### src/rtl/ucore_mailbox_pkg.sv
// rtl/ucore_mailbox_pkg.sv - shared state encodings and helpers for ucore_mailbox
//
// Contents:
//   cmd_state_e : command handshake FSM states (C_IDLE, C_REQ, C_REL)
//   rsp_state_e : response handshake FSM states (R_IDLE, R_ACK)
//   clog2()     : ceiling log2, usable in constant expressions

package ucore_mailbox_pkg;

  typedef enum logic [1:0] {
    C_IDLE = 2'd0,
    C_REQ  = 2'd1,
    C_REL  = 2'd2
  } cmd_state_e;

  typedef enum logic {
    R_IDLE = 1'b0,
    R_ACK  = 1'b1
  } rsp_state_e;

  // Ceiling log2; clog2(1) = 0, clog2(4) = 2, clog2(5) = 3.
  function automatic int clog2(input int value);
    int result;
    int rem;
    result = 0;
    rem    = value - 1;
    while (rem > 0) begin
      result = result + 1;
      rem    = rem >> 1;
    end
    return result;
  endfunction

endpackage

### src/rtl/ucore_mailbox_fifo.sv
// rtl/ucore_mailbox_fifo.sv - synchronous response FIFO for ucore_mailbox
//
// Ports:
//   clk, aresetn : clock, asynchronous active-low reset
//   push         : write push_data (ignored when full)
//   push_data    : DATA_W write word
//   pop          : advance read pointer (ignored when empty)
//   pop_data     : DATA_W head word, combinational from the storage array
//   full, empty  : occupancy flags decoded from the pointers

module ucore_mailbox_fifo
  import ucore_mailbox_pkg::*;
#(
  parameter int DATA_W = 32,
  parameter int DEPTH  = 4
) (
  input  logic              clk,
  input  logic              aresetn,
  input  logic              push,
  input  logic [DATA_W-1:0] push_data,
  input  logic              pop,
  output logic [DATA_W-1:0] pop_data,
  output logic              full,
  output logic              empty
);

  localparam int AW = clog2(DEPTH);

  // One extra pointer bit distinguishes full from empty when the low bits match.
  logic [AW:0]       wr_ptr_q, wr_ptr_d;
  logic [AW:0]       rd_ptr_q, rd_ptr_d;
  logic [DATA_W-1:0] mem_q [DEPTH];
  logic [DATA_W-1:0] mem_d [DEPTH];
  logic              push_en;
  logic              pop_en;

  assign empty = (wr_ptr_q == rd_ptr_q);
  assign full  = (wr_ptr_q[AW] != rd_ptr_q[AW]) &&
                 (wr_ptr_q[AW-1:0] == rd_ptr_q[AW-1:0]);

  // Full is the registered flag, so a pop in the same cycle never opens room
  // for a push: the producer simply retries next cycle.
  assign push_en = push && !full;
  assign pop_en  = pop && !empty;

  always_comb begin
    wr_ptr_d = wr_ptr_q;
    rd_ptr_d = rd_ptr_q;
    mem_d    = mem_q;
    if (push_en) begin
      mem_d[wr_ptr_q[AW-1:0]] = push_data;
      wr_ptr_d                = wr_ptr_q + (AW+1)'(1);
    end
    if (pop_en) begin
      rd_ptr_d = rd_ptr_q + (AW+1)'(1);
    end
  end

  always_ff @(posedge clk or negedge aresetn) begin
    if (!aresetn) begin
      wr_ptr_q <= '0;
      rd_ptr_q <= '0;
      for (int i = 0; i < DEPTH; i++) begin
        mem_q[i] <= '0;
      end
    end else begin
      wr_ptr_q <= wr_ptr_d;
      rd_ptr_q <= rd_ptr_d;
      mem_q    <= mem_d;
    end
  end

  assign pop_data = mem_q[rd_ptr_q[AW-1:0]];

endmodule

### src/rtl/ucore_mailbox.sv
// rtl/ucore_mailbox.sv - host-side command/response mailbox for a ucore instance
//
// Optional build macro: UCORE_MAILBOX_TIMEOUT_EN adds a command-ack watchdog
// and the sticky err_timeout output.
//
// Ports:
//   clk, aresetn                          : clock, asynchronous active-low reset
//   host_cmd_valid/ready/data             : host command stream in
//   host_rsp_valid/ready/data             : host response stream out (FIFO head)
//   core_cmd_req/data, core_cmd_ack       : four-phase command transfer to the core
//   core_rsp_req/data, core_rsp_ack       : four-phase response transfer from the core
//   err_timeout (macro only)              : command ack watchdog fired, sticky

module ucore_mailbox
  import ucore_mailbox_pkg::*;
#(
  parameter int DATA_W      = 32,
  parameter int RSP_DEPTH   = 4,
  parameter int TIMEOUT_CYC = 1024
) (
  input  logic              clk,
  input  logic              aresetn,
  input  logic              host_cmd_valid,
  output logic              host_cmd_ready,
  input  logic [DATA_W-1:0] host_cmd_data,
  output logic              host_rsp_valid,
  input  logic              host_rsp_ready,
  output logic [DATA_W-1:0] host_rsp_data,
  output logic              core_cmd_req,
  output logic [DATA_W-1:0] core_cmd_data,
  input  logic              core_cmd_ack,
  input  logic              core_rsp_req,
  input  logic [DATA_W-1:0] core_rsp_data,
  output logic              core_rsp_ack
`ifdef UCORE_MAILBOX_TIMEOUT_EN
  ,
  output logic              err_timeout
`endif
);

  // ---------------------------------------------------------------------------
  // Command path
  // ---------------------------------------------------------------------------
  cmd_state_e        cmd_state_q, cmd_state_d;
  logic              cmd_req_q, cmd_req_d;
  logic [DATA_W-1:0] cmd_data_q, cmd_data_d;

`ifdef UCORE_MAILBOX_TIMEOUT_EN
  localparam int            TW       = clog2(TIMEOUT_CYC) + 1;
  localparam logic [TW-1:0] TMO_LAST = TW'(TIMEOUT_CYC - 1);

  logic [TW-1:0] tmo_cnt_q, tmo_cnt_d;
  logic          err_timeout_q, err_timeout_d;
`else
  localparam int unused_timeout_cyc = TIMEOUT_CYC;
`endif

  always_comb begin
    cmd_state_d    = cmd_state_q;
    cmd_req_d      = cmd_req_q;
    cmd_data_d     = cmd_data_q;
    host_cmd_ready = 1'b0;
`ifdef UCORE_MAILBOX_TIMEOUT_EN
    // Counter only runs while waiting for ack; any other state parks it at 0.
    tmo_cnt_d      = '0;
    err_timeout_d  = err_timeout_q;
`endif
    case (cmd_state_q)
      C_IDLE: begin
        // A stale ack seen here is ignored; only C_REL waits on its release.
        host_cmd_ready = 1'b1;
        if (host_cmd_valid) begin
          cmd_data_d  = host_cmd_data;
          cmd_req_d   = 1'b1;
          cmd_state_d = C_REQ;
        end
      end
      C_REQ: begin
        if (core_cmd_ack) begin
          cmd_req_d   = 1'b0;
          cmd_state_d = C_REL;
        end
`ifdef UCORE_MAILBOX_TIMEOUT_EN
        else if (tmo_cnt_q == TMO_LAST) begin
          // Core never answered: abandon the command and flag it.
          cmd_req_d     = 1'b0;
          err_timeout_d = 1'b1;
          cmd_state_d   = C_IDLE;
        end else begin
          tmo_cnt_d = tmo_cnt_q + TW'(1);
        end
`endif
      end
      C_REL: begin
        if (!core_cmd_ack) begin
          cmd_state_d = C_IDLE;
        end
      end
      default: begin
        cmd_req_d   = 1'b0;
        cmd_state_d = C_IDLE;
      end
    endcase
  end

  always_ff @(posedge clk or negedge aresetn) begin
    if (!aresetn) begin
      cmd_state_q <= C_IDLE;
      cmd_req_q   <= 1'b0;
      cmd_data_q  <= '0;
    end else begin
      cmd_state_q <= cmd_state_d;
      cmd_req_q   <= cmd_req_d;
      cmd_data_q  <= cmd_data_d;
    end
  end

`ifdef UCORE_MAILBOX_TIMEOUT_EN
  always_ff @(posedge clk or negedge aresetn) begin
    if (!aresetn) begin
      tmo_cnt_q     <= '0;
      err_timeout_q <= 1'b0;
    end else begin
      tmo_cnt_q     <= tmo_cnt_d;
      err_timeout_q <= err_timeout_d;
    end
  end

  assign err_timeout = err_timeout_q;
`endif

  assign core_cmd_req  = cmd_req_q;
  assign core_cmd_data = cmd_data_q;

  // ---------------------------------------------------------------------------
  // Response path
  // ---------------------------------------------------------------------------
  rsp_state_e rsp_state_q, rsp_state_d;
  logic       rsp_ack_q, rsp_ack_d;
  logic       fifo_push;
  logic       fifo_pop;
  logic       fifo_full;
  logic       fifo_empty;

  always_comb begin
    rsp_state_d = rsp_state_q;
    rsp_ack_d   = rsp_ack_q;
    fifo_push   = 1'b0;
    case (rsp_state_q)
      R_IDLE: begin
        // Holding ack low while full keeps the core's word on its port.
        if (core_rsp_req && !fifo_full) begin
          fifo_push   = 1'b1;
          rsp_ack_d   = 1'b1;
          rsp_state_d = R_ACK;
        end
      end
      R_ACK: begin
        if (!core_rsp_req) begin
          rsp_ack_d   = 1'b0;
          rsp_state_d = R_IDLE;
        end
      end
      default: begin
        rsp_ack_d   = 1'b0;
        rsp_state_d = R_IDLE;
      end
    endcase
  end

  always_ff @(posedge clk or negedge aresetn) begin
    if (!aresetn) begin
      rsp_state_q <= R_IDLE;
      rsp_ack_q   <= 1'b0;
    end else begin
      rsp_state_q <= rsp_state_d;
      rsp_ack_q   <= rsp_ack_d;
    end
  end

  assign core_rsp_ack   = rsp_ack_q;
  assign host_rsp_valid = !fifo_empty;
  assign fifo_pop       = host_rsp_valid && host_rsp_ready;

  ucore_mailbox_fifo #(
    .DATA_W (DATA_W),
    .DEPTH  (RSP_DEPTH)
  ) u_rsp_fifo (
    .clk       (clk),
    .aresetn   (aresetn),
    .push      (fifo_push),
    .push_data (core_rsp_data),
    .pop       (fifo_pop),
    .pop_data  (host_rsp_data),
    .full      (fifo_full),
    .empty     (fifo_empty)
  );

endmodule

### config.mk
export PLATFORM = sky130hd
export DESIGN_NAME = ucore_mailbox
export DESIGN_NICKNAME = d
export VERILOG_FILES = /design/src/rtl/ucore_mailbox_pkg.sv /design/src/rtl/ucore_mailbox_fifo.sv /design/src/rtl/ucore_mailbox.sv
export SDC_FILE = /design/constraint.sdc
export NUM_CORES = 1
export LEC_CHECK = 0
export BUFFER_PORTS_ARGS = -buffer_cell sky130_fd_sc_hd__clkbuf_2
export CORE_MARGIN = 5
export CORE_UTILIZATION = 50
export DETAILED_ROUTE_END_ITERATION = 6
export PLACE_DENSITY_LB_ADDON = 0.15
export SLEW_MARGIN = 20
export SYNTH_ARGS = -nofsm -noshare
export SYNTH_HDL_FRONTEND = slang
export SYNTH_SLANG_ARGS = --single-unit
export TNS_END_PERCENT = 100
### constraint.sdc
create_clock -name clk -period 1.9 [get_ports clk]
set_input_delay 0.095 -clock clk [delete_from_list [all_inputs] [get_ports clk]]
set_output_delay 0.095 -clock clk [all_outputs]
set_load 0.01 [all_outputs]
==> summary.md <==
| Metric | Value |
|---|---|
| Worst setup SP type | register |
| Port Buf Inserts | ~140 |
| Antenna diodes | 0 |
| Seq pwr share | approximately 37% |
| Netlist cell types | 31 |
| Total routed wirelength | 16.5 mm |
| DR pass1 iterations | 4 |
| Crit-path slowest cell | dfrtp_2 |
| PwrDens | 1760 nW/um^2 |
| Total clock buffers created by CTS | 17 |
| Main synth FF type | dfrtp_1 |
| H-tree depth | 4 |
| Leak Pwr | ~4.6 nW |
| Setup Viol. Count Final | 34 |
| Comb pwr share | 43.7% |
| Final Skew | 0.00737 ns |
| Post-synthesis sequential area ratio | a little under three fifths |
| Clock share of power | between 15 and 20% |
| CTS tree | yes |
| CP Data Arrival Time | ~2.2 ns |
| Hold depth | 3 |
| GR Overflow Total | 0 |
| Die height | around 130 um |
| Fin worst setup slack | -0.0321 ns |
| Synth area leader | dfrtp_1 |
| Initial DRC Count | ~160 |
| Largest cells by area after synthesis | dfrtp_1, mux2_2, mux4_2, mux2_1, o311ai_4 |
| Synth Cell Area | 7440 um^2 |
| Clock tree sinks | ~170 |
| Non-Filler Instances | about 870 |
| Yosys top cell area share | between 50% and 60% |
| Row Count | 44 |
| Slew @ Worst Pin | ~0.58 ns |
| Max-slew violation count | 0 |
| Synth warn | 0 |
| Final Cell Area | between 10000 and 15000 um^2 |
| Critical path type | register to register |
| R2R depth | 6 |
| Starting density of the core | 51.0% |
| Core box area | between 10000 and 15000 um^2 |
| Worst Path Required | approximately 2.2 ns |
| First-pass GRT wire length | about 27 mm |
| RD Place Congestion | ~0.71 |
| Unrepaired setup endpoints after global routing | yes |
| Peak supply drop | just under 1 mV |
| Vias in the first global route | 5316 |
| Vias | 4575 |
| Max-slew headroom | slightly above 60% |
| Fmax | about 520 MHz |
| Share of layout cells above drive strength 1 | a little over half |
| Syn Nets | approximately 510 |
| Post-synthesis sequential element count | 171 |
| Tcrit/Tclk final | 102% |
| Largest net degree at the start of global routing | between 50 and 60 |
| Wirelength per Cell | around 19 um |
| Outcome | finished, violations left |
| Crit path max fanout | 8 |
| IO Pins | about 140 |
| DIE WIDTH | between 100 and 150 um |
| Cells after DPL | 752 |
| ANT nets after route | 0 |
| Tmin final | between 1.5 and 2 ns |
| Asr flop ratio synth | 100% |
| Total die area | roughly 17000 um^2 |
| CP max stage delay | ~0.41 ns |
| Maximum clock path buffer count | 2 |
| CTS root buffer | clkbuf_16 |
| Final hold vios | 0 |
| Switching part of the total | between 30% and 40% |
| Drt via density | ~5.3 |
| Cell count after synthesis | around 430 |
| Failing checks | setup timing |
| EDFF count, synth | 0 |
| MaxCap Viol Count | 0 |
| Initial antenna violation count | 0 |
| DRC viols | 0 |
| Area grow syn2layout | 35.2% |
| Clk pin slew, worst setup/hold paths | 0.06 ns |
| Gr usage total | 19.7% |
| Hold Path Class | primary input to register |
| Crit end category | register |
| Pint | around 12 mW |
| Critical Path, Cell by Cell | buf_12, xor2_4, o311ai_4, buf_6, buf_8, mux2_2 |
| Avg Inst Size Synth | around 17 um^2 |
| Final HPWL DP | 10.1 mm |
| Worst-Skew Late Latency | between 0.4 and 0.5 ns |
| Final Net Count | roughly 750 |
| Switching power | about 5.7 mW |
| DP Area | around 8500 um^2 |
-- synthesized netlist by cell type, types with 2 or more instances --
cell type,count
dfrtp_1,171
xnor2_1,3
o21ai_0,3
clkbuf_1,3
o311ai_4,4
mux2_1,46
buf_6,4
xor2_4,2
buf_2,7
o311ai_0,2
buf_4,10
mux4_2,32
ha_1,5
nor2_1,3
o31ai_1,2
o211ai_1,2
inv_1,6
mux2_2,116
-- through the flow --
step	hold WS, ns	worst slack (ns)	setup TNS (ns)	util [%]	power, mW
2_1_floorplan	-0.201	0.0212	0	-	11.2
3_3_place_gp	0.0885	0.0365	0	58.2	13.3
3_5_place_dp	0.0934	-0.00483	-0.0124	58.2	13.6
4_1_cts	0.0303	-0.0409	-1.06	67.7	17.5
5_1_grt	0.0624	-0.0999	-3.98	69.0	18.7
6_report	0.0509	-0.0321	-0.652	69.0	17.7
-- worst max-delay path, delay by kind of cell, from the launching register on --
kind / cells / cell delay [ns]
mux: 1 / 0.34
xor+xnor: 1 / 0.19
buf+inv: 3 / 0.48
flops: 1 / 0.41
compound gates: 1 / 0.39
-- timing repair --
item / in CTS / in global routing
buffers inserted: 3 / 5
hold buffers: 68 / 0
resized for setup: 10 / 15
setup endpoints to repair: 43 / 135
gates cloned: 3 / 4
endpoints found under the hold margin: 218 / 0
pin swaps: 3 / 5
-- power groups by stage --
stage | sequential [mW] | combinational [mW] | clock, mW
floorplan | 6.41 | 4.74 | 0
global placement | 6.41 | 6.92 | 0
detailed placement | 6.54 | 7.09 | 0
CTS | 6.48 | 7.55 | 3.51
global route | 6.74 | 8.36 | 3.65
finish | 6.51 | 7.73 | 3.43
-- registers in the layout, summed over array words and instances (netlist names) --
name,cells
u_rsp_fifo.rd_ptr_q,3
rsp_state_q,1
core_rsp_ack,1
cmd_state_q,2
u_rsp_fifo.wr_ptr_q,3
u_rsp_fifo.mem_q,128
core_cmd_data,32
core_cmd_req,1
-- routing by layer --
layer  up-vias  global-route usage, %  part of all wire [%]
met5         -                      0                     0
li1       2081                      -                     -
met1      2359                   24.8                    43
met2       120                   32.7                    50
met3        15                   6.41                   6.0
met4         0                   6.06                   1.1
-- final timing paths --
| check | slack, ns | start | endpoint |
|---|---|---|---|
| max in group asynchronous | 0.98 | aresetn | core_cmd_data[24]$_DFFE_PN0P_ |
| worst max register to register | -0.03 | u_rsp_fifo.rd_ptr_q[0]$_DFFE_PN0P_ | u_rsp_fifo.mem_q[105]$_DFFE_PN0P_ |
| worst min-delay path | 0.05 | host_rsp_ready | u_rsp_fifo.rd_ptr_q[2]$_DFFE_PN0P_ |
| worst min register to register | 0.49 | u_rsp_fifo.mem_q[18]$_DFFE_PN0P_ | u_rsp_fifo.mem_q[18]$_DFFE_PN0P_ |
| worst max-delay path | -0.03 | u_rsp_fifo.rd_ptr_q[0]$_DFFE_PN0P_ | u_rsp_fifo.mem_q[105]$_DFFE_PN0P_ |
| min in group asynchronous | 0.20 | aresetn | u_rsp_fifo.mem_q[69]$_DFFE_PN0P_ |
-- cell type report --
class	instances	area, um^2
fill	988	4530
sequential	171	4280
multi-input combinational	233	3020
timing repair buffer	241	1910
clock buffer	24	502
tap	184	230
clock inverter	6	86.3
inverter	6	22.5
-- cell families (layout without fill, tap and decap cells) --
logic type / count (synthesis) / in the layout / share of synthesized area [%]
AO/OA/AOI/OAI: 16 / 16 / 2.59
XOR/XNOR: 7 / 8 / 1.43
adder cells (fa/ha/maj): 5 / 5 / 0.841
buffers and inverters: 31 / 277 / 2.61
flip-flops: 171 / 171 / 57.5
multiplexers: 195 / 195 / 34.3
AND/OR/NAND/NOR: 9 / 9 / 0.673
-- cell usage in the layout (no fill, tap or decap), types with 2 or more instances in the layout --
master and instances:
mux2_2 113, buf_12 12, o211ai_1 2, mux2_1 40, o21ai_0 3, buf_6 3, xnor2_1 3, ha_1 5
clkbuf_1 2, o311ai_0 2, clkbuf_8 6, dfrtp_1 167, buf_2 3, clkbuf_2 133, buf_16 2, dfrtp_2 4
clkbuf_16 20, xor2_4 2, inv_1 6, buf_8 2, buf_4 13, bufinv_16 2, o311ai_4 4, nor2_1 3
clkinv_2 2, mux4_2 32, dlygate4sd3_1 68, mux2_4 9, o31ai_1 2
Power figures use the tool's default switching activity.
